==> config.mk <==
export PLATFORM = sky130hd
export DESIGN_NAME = mc_control
export DESIGN_NICKNAME = d
export VERILOG_FILES = /design/src/rtl/mc_control.sv
export SDC_FILE = /design/constraint.sdc
export NUM_CORES = 1
export LEC_CHECK = 0
export BUFFER_PORTS_ARGS = -buffer_cell sky130_fd_sc_hd__buf_4
export CORE_ASPECT_RATIO = 0.7
export CORE_MARGIN = 2
export CORE_UTILIZATION = 28
export CTS_CLUSTER_SIZE = 24
export DETAILED_ROUTE_END_ITERATION = 6
export SLEW_MARGIN = 5
export SYNTH_ARGS = -nofsm -noshare
export SYNTH_HDL_FRONTEND = slang
export SYNTH_SLANG_ARGS = --single-unit
export TNS_END_PERCENT = 10
==> constraint.sdc <==
create_clock -name clk -period 2.1 [get_ports clk]
set_clock_uncertainty 0.1 [all_clocks]
set_input_delay 0.525 -clock clk [delete_from_list [all_inputs] [get_ports clk]]
set_output_delay 0.525 -clock clk [all_outputs]
set_load 0.005 [all_outputs]
==> src/rtl/mc_control.sv <==
// Multi-cycle MIPS main control FSM: sequences each instruction through the
// FETCH/DECODE/EXEC/MEM/WB states and drives every datapath enable and mux select.
module mc_control #(
    parameter bit MEM_HANDSHAKE = 1'b1,
    parameter bit EN_ADDI       = 1'b1,
    parameter bit EN_JUMP       = 1'b1
) (
    input  logic       clk,
    input  logic       reset,
    input  logic [5:0] opcode,
    input  logic       mem_ready,
    output logic       pc_write,
    output logic       pc_write_cond,
    output logic       iord,
    output logic       mem_read,
    output logic       mem_write,
    output logic       ir_write,
    output logic       mem_to_reg,
    output logic       reg_dst,
    output logic       reg_write,
    output logic       alu_src_a,
    output logic [1:0] alu_src_b,
    output logic [1:0] alu_op,
    output logic [1:0] pc_source,
    output logic [3:0] state,
    output logic       illegal_op
);

    typedef enum logic [3:0] {
        S_FETCH  = 4'd0,
        S_DECODE = 4'd1,
        S_MEMADR = 4'd2,
        S_MEMRD  = 4'd3,
        S_MEMWB  = 4'd4,
        S_MEMWR  = 4'd5,
        S_EXEC   = 4'd6,
        S_RWB    = 4'd7,
        S_BRANCH = 4'd8,
        S_JUMP   = 4'd9,
        S_ADDIEX = 4'd10,
        S_ADDIWB = 4'd11
    } state_t;

    localparam logic [5:0] OP_LW   = 6'b100011;
    localparam logic [5:0] OP_SW   = 6'b101011;
    localparam logic [5:0] OP_RTYP = 6'b000000;
    localparam logic [5:0] OP_BEQ  = 6'b000100;
    localparam logic [5:0] OP_J    = 6'b000010;
    localparam logic [5:0] OP_ADDI = 6'b001000;

    state_t cur, nxt;
    logic   ready;

    assign ready = MEM_HANDSHAKE ? mem_ready : 1'b1;

    always_ff @(posedge clk) begin
        if (reset) cur <= S_FETCH;
        else       cur <= nxt;
    end

    always_comb begin
        nxt           = S_FETCH;
        pc_write      = 1'b0;
        pc_write_cond = 1'b0;
        iord          = 1'b0;
        mem_read      = 1'b0;
        mem_write     = 1'b0;
        ir_write      = 1'b0;
        mem_to_reg    = 1'b0;
        reg_dst       = 1'b0;
        reg_write     = 1'b0;
        alu_src_a     = 1'b0;
        alu_src_b     = 2'b00;
        alu_op        = 2'b00;
        pc_source     = 2'b00;
        illegal_op    = 1'b0;
        state         = cur;

        case (cur)
            S_FETCH: begin
                mem_read  = 1'b1;
                alu_src_b = 2'b01;
                ir_write  = ready;
                pc_write  = ready;
                nxt       = ready ? S_DECODE : S_FETCH;
            end
            S_DECODE: begin
                alu_src_b = 2'b11;
                if (opcode == OP_LW || opcode == OP_SW) nxt = S_MEMADR;
                else if (opcode == OP_RTYP)             nxt = S_EXEC;
                else if (opcode == OP_BEQ)              nxt = S_BRANCH;
                else if (EN_JUMP && opcode == OP_J)     nxt = S_JUMP;
                else if (EN_ADDI && opcode == OP_ADDI)  nxt = S_ADDIEX;
                else begin
                    nxt        = S_FETCH;
                    illegal_op = 1'b1;
                end
            end
            S_MEMADR: begin
                alu_src_a = 1'b1;
                alu_src_b = 2'b10;
                nxt       = (opcode == OP_SW) ? S_MEMWR : S_MEMRD;
            end
            S_MEMRD: begin
                mem_read = 1'b1;
                iord     = 1'b1;
                nxt      = ready ? S_MEMWB : S_MEMRD;
            end
            S_MEMWB: begin
                reg_write  = 1'b1;
                mem_to_reg = 1'b1;
            end
            S_MEMWR: begin
                mem_write = 1'b1;
                iord      = 1'b1;
                nxt       = ready ? S_FETCH : S_MEMWR;
            end
            S_EXEC: begin
                alu_src_a = 1'b1;
                alu_op    = 2'b10;
                nxt       = S_RWB;
            end
            S_RWB: begin
                reg_write = 1'b1;
                reg_dst   = 1'b1;
            end
            S_BRANCH: begin
                alu_src_a     = 1'b1;
                alu_op        = 2'b01;
                pc_write_cond = 1'b1;
                pc_source     = 2'b01;
            end
            S_JUMP: begin
                pc_write  = 1'b1;
                pc_source = 2'b10;
            end
            S_ADDIEX: begin
                alu_src_a = 1'b1;
                alu_src_b = 2'b10;
                nxt       = S_ADDIWB;
            end
            S_ADDIWB: begin
                reg_write = 1'b1;
            end
            default: nxt = S_FETCH;
        endcase

        // Reset forces every output low, so no write strobe can fire while reset is held.
        if (reset) begin
            pc_write      = 1'b0;
            pc_write_cond = 1'b0;
            iord          = 1'b0;
            mem_read      = 1'b0;
            mem_write     = 1'b0;
            ir_write      = 1'b0;
            mem_to_reg    = 1'b0;
            reg_dst       = 1'b0;
            reg_write     = 1'b0;
            alu_src_a     = 1'b0;
            alu_src_b     = 2'b00;
            alu_op        = 2'b00;
            pc_source     = 2'b00;
            illegal_op    = 1'b0;
            state         = 4'd0;
        end
    end

endmodule

==> out/qor.csv, run 1 <==
stage;metric;value;unit
outcome;status;finished clean;
timing;fin crit period;2010;ps
place;Place WS;13.8;ps
synthesis;mux cell area share after synthesis;1.62;%
timing;Setup WS post-layout;87.8;ps
timing;Min Hold Slack;564;ps
finish;share of layout cells above drive strength 1;41.9;%
floorplan;Die X;60.1;um
power_and_ir_drop;leakage;0.455;nW
finish;number of diodes;0;
routing;Detail Route Antenna Nets;0;
timing;Hold Vio Cnt, Final;0;
worst_setup_path;CP max FO;4;
place;final RePlAce weighted congestion;0.826;
synthesis;top post-synthesis cells by area;dfxtp_1 13%, nor3_1 6.5%, nor2_1 6.1%;
global_routing;vias in the first global route;658;
power_and_ir_drop;Worst VDD drop;0.000248;V
synthesis;Post-Syn Area;617;um2
timing;final setup violating endpoints;0;
worst_setup_path;CP Cell Sequence;buf_4 -> buf_4 -> nor3_1 -> o211ai_1 -> and3b_1 -> buf_4;
timing;RSZ-0062 raised after global routing;false;
synthesis;adder-cell share of the synthesized area;0;%
finish;Fillers;235;
synthesis;Synth Instances;88;
floorplan;Die ar.;0.00260;mm2
timing;Slew @ Worst Pin;346;ps
synthesis;Mapped Nets;97;
synthesis;YS warnings;0;
finish;Layout Cells excl Fill;156;
finish;Largest register FFs;4;
finish;synthesis-to-finish area growth;52.9;%
timing;fin crit share;95.8;%
place;area post-placement;905;um2
clock_network;clock latency on the worst-skew pair;240;ps
floorplan;Initial Util;29.1;%
worst_setup_path;slowest stage delay, CP;180;ps
clock_network;TritonCTS clock tree;yes;
routing;DRC viols;0;
run;max cap viols;0;
worst_setup_path;Crit path required time;1470;ps
synthesis;Most used DFF post-synth;dfxtp_1;
finish;Biggest register;cur;
finish;NumNets Final;135;
global_routing;largest net degree at the start of global routing;12;
routing;DRT Wirelength;1.79;mm
routing;Iter 0 DRT Violations;18;
floorplan;die height;43.3;um
worst_setup_path;Worst path most repeated cell;buf_4;
power_and_ir_drop;power per cell area;288;mW/mm2
worst_setup_path;Critical Path AT;1390;ps
synthesis;Post-Syn Area per Cell;7.01;um2
synthesis;cell taking the most area after synthesis;dfxtp_1;
power_and_ir_drop;PnR Total Power;272;uW
worst_setup_path;critical path startpoint category;input port;
synthesis;number of synthesized register bits;4;
synthesis;Netlist cell types;37;
clock_network;CTS clk-pin slew, worst paths;40;ps
synthesis;EDFF count, synth;0;
routing;detailed-route via count;784;
finish;commonest non-fill, non-tap cell in the layout;buf_4;
floorplan;# rows;14;
global_routing;gr ovfl total;0;
routing;router iterations before antenna repair;4;
finish;design area;943;um2
min_path;min-delay worst type;input port to flip-flop;
synthesis;XOR/XNOR share of the synthesized area;4.26;%
synthesis;post-synth top area share;13.0;%
place;DP Cell Count;153;
finish;most frequent cells in the layout;41 x buf_4, 10 x nor2_1, 8 x nor3_1;
clock_network;H-Tree Depth;1;
synthesis;largest family of logic cells by synthesized area;simple AND/OR/NAND/NOR gates;
clock_network;Num CTS Buffers;3;
global_routing;initial antenna violation count;0;
finish;fin util;44.5;%
global_routing;total track usage;14.7;%
worst_setup_path;Worst Setup End Kind;output pin;
timing;Slew Limit Fails;0;
global_routing;first-pass GRT wire length;2.88;mm
finish;largest registers;cur (4);
timing;max frequency;497;MHz
place;buffers added on ports;29;
clock_network;Post-CTS Setup Bufs;0;
timing;Fin Setup TNS;0;ps
floorplan;io pins;30;
synthesis;Seq/Total Area, Yosys;13.0;%
clock_network;Clock Tree Buf Depth;2;
place;placed wire-length estimate;1.39;mm
routing;WL per Instance;11.4;um
clock_network;clk sink count;4;
floorplan;core box area;0.00212;mm2
worst_setup_path;slowest stage cell, crit path;and3b_1;
synthesis;Synth Area in Simple Gates;46.0;%
worst_setup_path;CP Class;input port to output pin;
synthesis;Synth async-reset ratio;0;%
clock_network;Clock Root Buffer;clkbuf_4;
timing;Max-slew headroom;76.9;%
clock_network;Hold-fix buffers, CTS;0;
synthesis;Compound-Gate Fraction of Synth Area;24.7;%
routing;Via density;5.03;
final timing paths:
check	start	endpoint	slack [ps]	depth (start not counted)
max	opcode[5]	illegal_op	90	6
min	opcode[4]	cur[3]	560	4
max reg2reg	cur[3]	cur[2]	570	6
min reg2reg	cur[1]	cur[1]	590	3
power breakdown:
| part | internal (mW) | switching [mW] | leakage, nW |
|---|---|---|---|
| clock | 0.0641 | 0.0341 | 0.0138 |
| combinational | 0.0499 | 0.0426 | 0.407 |
| sequential | 0.0782 | 0.00332 | 0.0335 |
| total | 0.192 | 0.0800 | 0.455 |
cell type report:
class                      count  area, um2  share of cell area (%)
inverter                       1       3.75                   0.398
timing repair buffer          41        308                    32.6
sequential                     4       82.6                    8.75
multi-input combinational     75        487                    51.6
tap                           32       40.0                    4.24
clock buffer                   3       22.5                    2.39
logic make-up after synthesis:
group	count (synthesis)
flops	4
compound gates	21
xor+xnor	3
buf+inv	9
mux	1
simple gates	50
worst max-delay path: cells and delay by family:
kind / cells / cell delay [ps]
buffers and inverters: 3 / 390
AND/OR/NAND/NOR: 2 / 350
AO/OA/AOI/OAI: 1 / 130
synth_stat cells (all sizes together), types with 2 or more instances:
cell type	number
a21oi	5
and2b	2
and3	6
buf	8
dfxtp	4
nand2	3
nand2b	4
nand3	3
nor2	10
nor2b	6
nor3	8
nor4	2
o21ai	6
xor2	3
routing by layer:
layer,global-route usage [%],vias up,share of wire (%),wire [um]
met4,1.33,0,0.34,6
li1,-,397,-,-
met3,6.40,2,10,178
met2,22.2,43,42,744
met1,20.0,342,48,855
met5,0,-,0,0
what timing repair did:
| action | in CTS | in global routing |
|---|---|---|
| setup endpoints to repair | 1 | 3 |
| gates cloned | 0 | 0 |
| resized for setup | 1 | 3 |
Note: power is estimated with default switching activity, not from simulation.
==> inputs of run 2 (changes only) <==
--- a/config.mk
+++ b/config.mk
@@ -11,6 +11,8 @@
 export CORE_UTILIZATION = 28
 export CTS_CLUSTER_SIZE = 24
 export DETAILED_ROUTE_END_ITERATION = 6
+export RECOVER_POWER = 100
+export SKIP_LAST_GASP = 1
 export SLEW_MARGIN = 5
 export SYNTH_ARGS = -nofsm -noshare
 export SYNTH_HDL_FRONTEND = slang
==> constraint.sdc (replaced) <==
create_clock -name clk -period 2.4 [get_ports clk]
set_clock_uncertainty 0.1 [all_clocks]
set_input_delay 0.6 -clock clk [delete_from_list [all_inputs] [get_ports clk]]
set_output_delay 0.6 -clock clk [all_outputs]
set_load 0.005 [all_outputs]
==> run 2 against run 1 <==
Effect of this change: core utilization is 3.8 points lower; clock-buffer cell count is the same; via count decreased by 5.7%; sequential share of layout area up 0.54 points; wire length fell by 8.7%; power down 16%; combinational power fell by 23%; cell count decreased by 4.5%; non-clock buffer count shrank 7; hold slack better by 59 ps; global-route usage is 0.13 points higher; largest power group unchanged; highest routed layer unchanged.
==> out/qor.csv, run 2 (synthesized netlist as in run 1, its figures left out) <==
stage;metric;value;unit;change
outcome;status;finished clean;;unchanged
routing;DRC viols;0;;unchanged
clock_network;CTS resizes;0;;was 1
finish;NumNets Final;128;;was 135
clock_network;Clock Root Buffer;clkbuf_4;;unchanged
place;buffers added on ports;29;;unchanged
place;placed wire-length estimate;1.27;mm;was 1.39 mm
routing;Iter 0 DRT Violations;7;;was 18
timing;Slew Limit Fails;0;;unchanged
routing;router iterations before antenna repair;4;;unchanged
finish;number of diodes;0;;unchanged
min_path;min-delay worst type;input port to flip-flop;;unchanged
floorplan;# rows;14;;unchanged
clock_network;Hold-fix buffers, CTS;0;;unchanged
global_routing;vias in the first global route;659;;was 658
timing;final setup violating endpoints;0;;unchanged
timing;max frequency;444;MHz;
finish;largest registers;cur (4);;unchanged
timing;fin crit share;93.8;%;
routing;WL per Instance;10.9;um;was 11.4 um
timing;Fin Setup TNS;0;ps;unchanged
worst_setup_path;Crit path required time;1700;ps;was 1470 ps
power_and_ir_drop;PnR Total Power;228;uW;was 272 uW
global_routing;gr ovfl total;0;;unchanged
finish;commonest non-fill, non-tap cell in the layout;clkbuf_4;;was buf_4
global_routing;largest net degree at the start of global routing;13;;was 12
floorplan;die height;43.3;um;unchanged
routing;Detail Route Antenna Nets;0;;unchanged
worst_setup_path;slowest stage delay, CP;550;ps;was 180 ps
power_and_ir_drop;leakage;0.398;nW;was 0.455 nW
clock_network;clock latency on the worst-skew pair;240;ps;about the same
clock_network;Clock Tree Buf Depth;2;;unchanged
timing;Max-slew headroom;71.6;%;was 76.9%
timing;Slew @ Worst Pin;426;ps;was 346 ps
min_path;Min-Delay Path Depth;4;;unchanged
timing;Setup WS post-layout;148;ps;was 87.8 ps
worst_setup_path;Reg2Reg Depth;5;;was 6
finish;synthesis-to-finish area growth;39.8;%;was 52.9%
timing;RSZ-0062 raised after global routing;false;;unchanged
finish;Biggest register;cur;;unchanged
floorplan;Die ar.;0.00260;mm2;unchanged
place;DP Cell Count;146;;was 153
finish;Largest register FFs;4;;unchanged
worst_setup_path;slowest stage cell, crit path;dfxtp_1;;was and3b_1
finish;Layout Cells excl Fill;149;;was 156
worst_setup_path;CP max FO;12;;was 4
clock_network;clk sink count;4;;unchanged
clock_network;Num CTS Buffers;3;;unchanged
worst_setup_path;Worst Setup End Kind;output pin;;unchanged
power_and_ir_drop;Worst VDD drop;0.000125;V;was 0.000248 V
clock_network;TritonCTS clock tree;yes;;unchanged
worst_setup_path;critical path startpoint category;flip-flop;;was input port
floorplan;Die X;60.1;um;unchanged
clock_network;Post-CTS Setup Bufs;0;;unchanged
routing;Via density;4.96;;was 5.03
worst_setup_path;CP Class;flip-flop to output pin;;was input port to output pin
timing;Hold Vio Cnt, Final;0;;unchanged
global_routing;total track usage;14.8;%;was 14.7%
finish;fin util;40.7;%;was 44.5%
finish;share of layout cells above drive strength 1;32.5;%;was 41.9%
clock_network;H-Tree Depth;1;;unchanged
floorplan;io pins;30;;unchanged
worst_setup_path;CP Cell Sequence;clkbuf_1 -> and3_1 -> or2_1 -> buf_4;;was buf_4 -> buf_4 -> nor3_1 -> o211ai_1 -> and3b_1 -> buf_4
global_routing;first-pass GRT wire length;2.84;mm;was 2.88 mm
floorplan;Initial Util;29.1;%;unchanged
global_routing;initial antenna violation count;0;;unchanged
place;final RePlAce weighted congestion;0.810;;was 0.826
floorplan;core box area;0.00212;mm2;unchanged
worst_setup_path;Critical Path AT;1550;ps;was 1390 ps
run;max cap viols;0;;unchanged
timing;fin crit period;2250;ps;
place;Place WS;162;ps;was 13.8 ps
power_and_ir_drop;power per cell area;265;mW/mm2;was 288 mW/mm2
routing;DRT Wirelength;1.63;mm;was 1.79 mm
finish;most frequent cells in the layout;18 x clkbuf_4, 16 x buf_4, 10 x nor2_1;;was 41 x buf_4, 10 x nor2_1, 8 x nor3_1
routing;detailed-route via count;739;;was 784
clock_network;CTS clk-pin slew, worst paths;40;ps;about the same
-- run 2: changes by cell type in the layout (fill, tap and decap cells not counted), sizes merged --
cell,previous run,this run
buf,41,16
clkbuf,3,21
-- run 2: worst paths after layout --
check / from / end / slack, ps
max: cur[3] / pc_write / 150
min: opcode[4] / cur[3] / 620
max reg2reg: cur[3] / cur[2] / 620
min reg2reg: cur[0] / cur[1] / 650
-- run 2: per-layer routing --
metal,vias to the layer above,GRT usage [%],part of all wire (%)
met5,-,0,0
met4,0,2.67,0.49
met3,3,6.40,6.5
met2,22,21.5,41
met1,331,20.4,52
li1,383,-,-
-- run 2: per-stage QoR --
step / area [um2] / hold slack [ps]
after global routing: 862 / 673
after detailed placement: 852 / 609
final: 862 / 623
after floorplan: 617 / 545
after global placement: 852 / 602
after CTS: 875 / 616
-- run 2: critical path, delay by kind of cell (launching register included) --
kind / cells / cell delay [ps]
flops: 1 / 550
buf+inv: 2 / 430
simple gates: 2 / 340
-- run 2: report_power, final --
group	internal (mW)	switching (mW)
Sequential	0.0684	0.00340
Clock	0.0560	0.0289
Combinational	0.0372	0.0342
-- run 2: final cells by class --
class | count | area (um2)
Tap cell | 32 | 40.0
Timing Repair Buffer | 34 | 244
Inverter | 1 | 3.75
Sequential cell | 4 | 80.1
Clock buffer | 3 | 22.5
Fill cell | 232 | 1260
Multi-Input combinational cell | 75 | 472
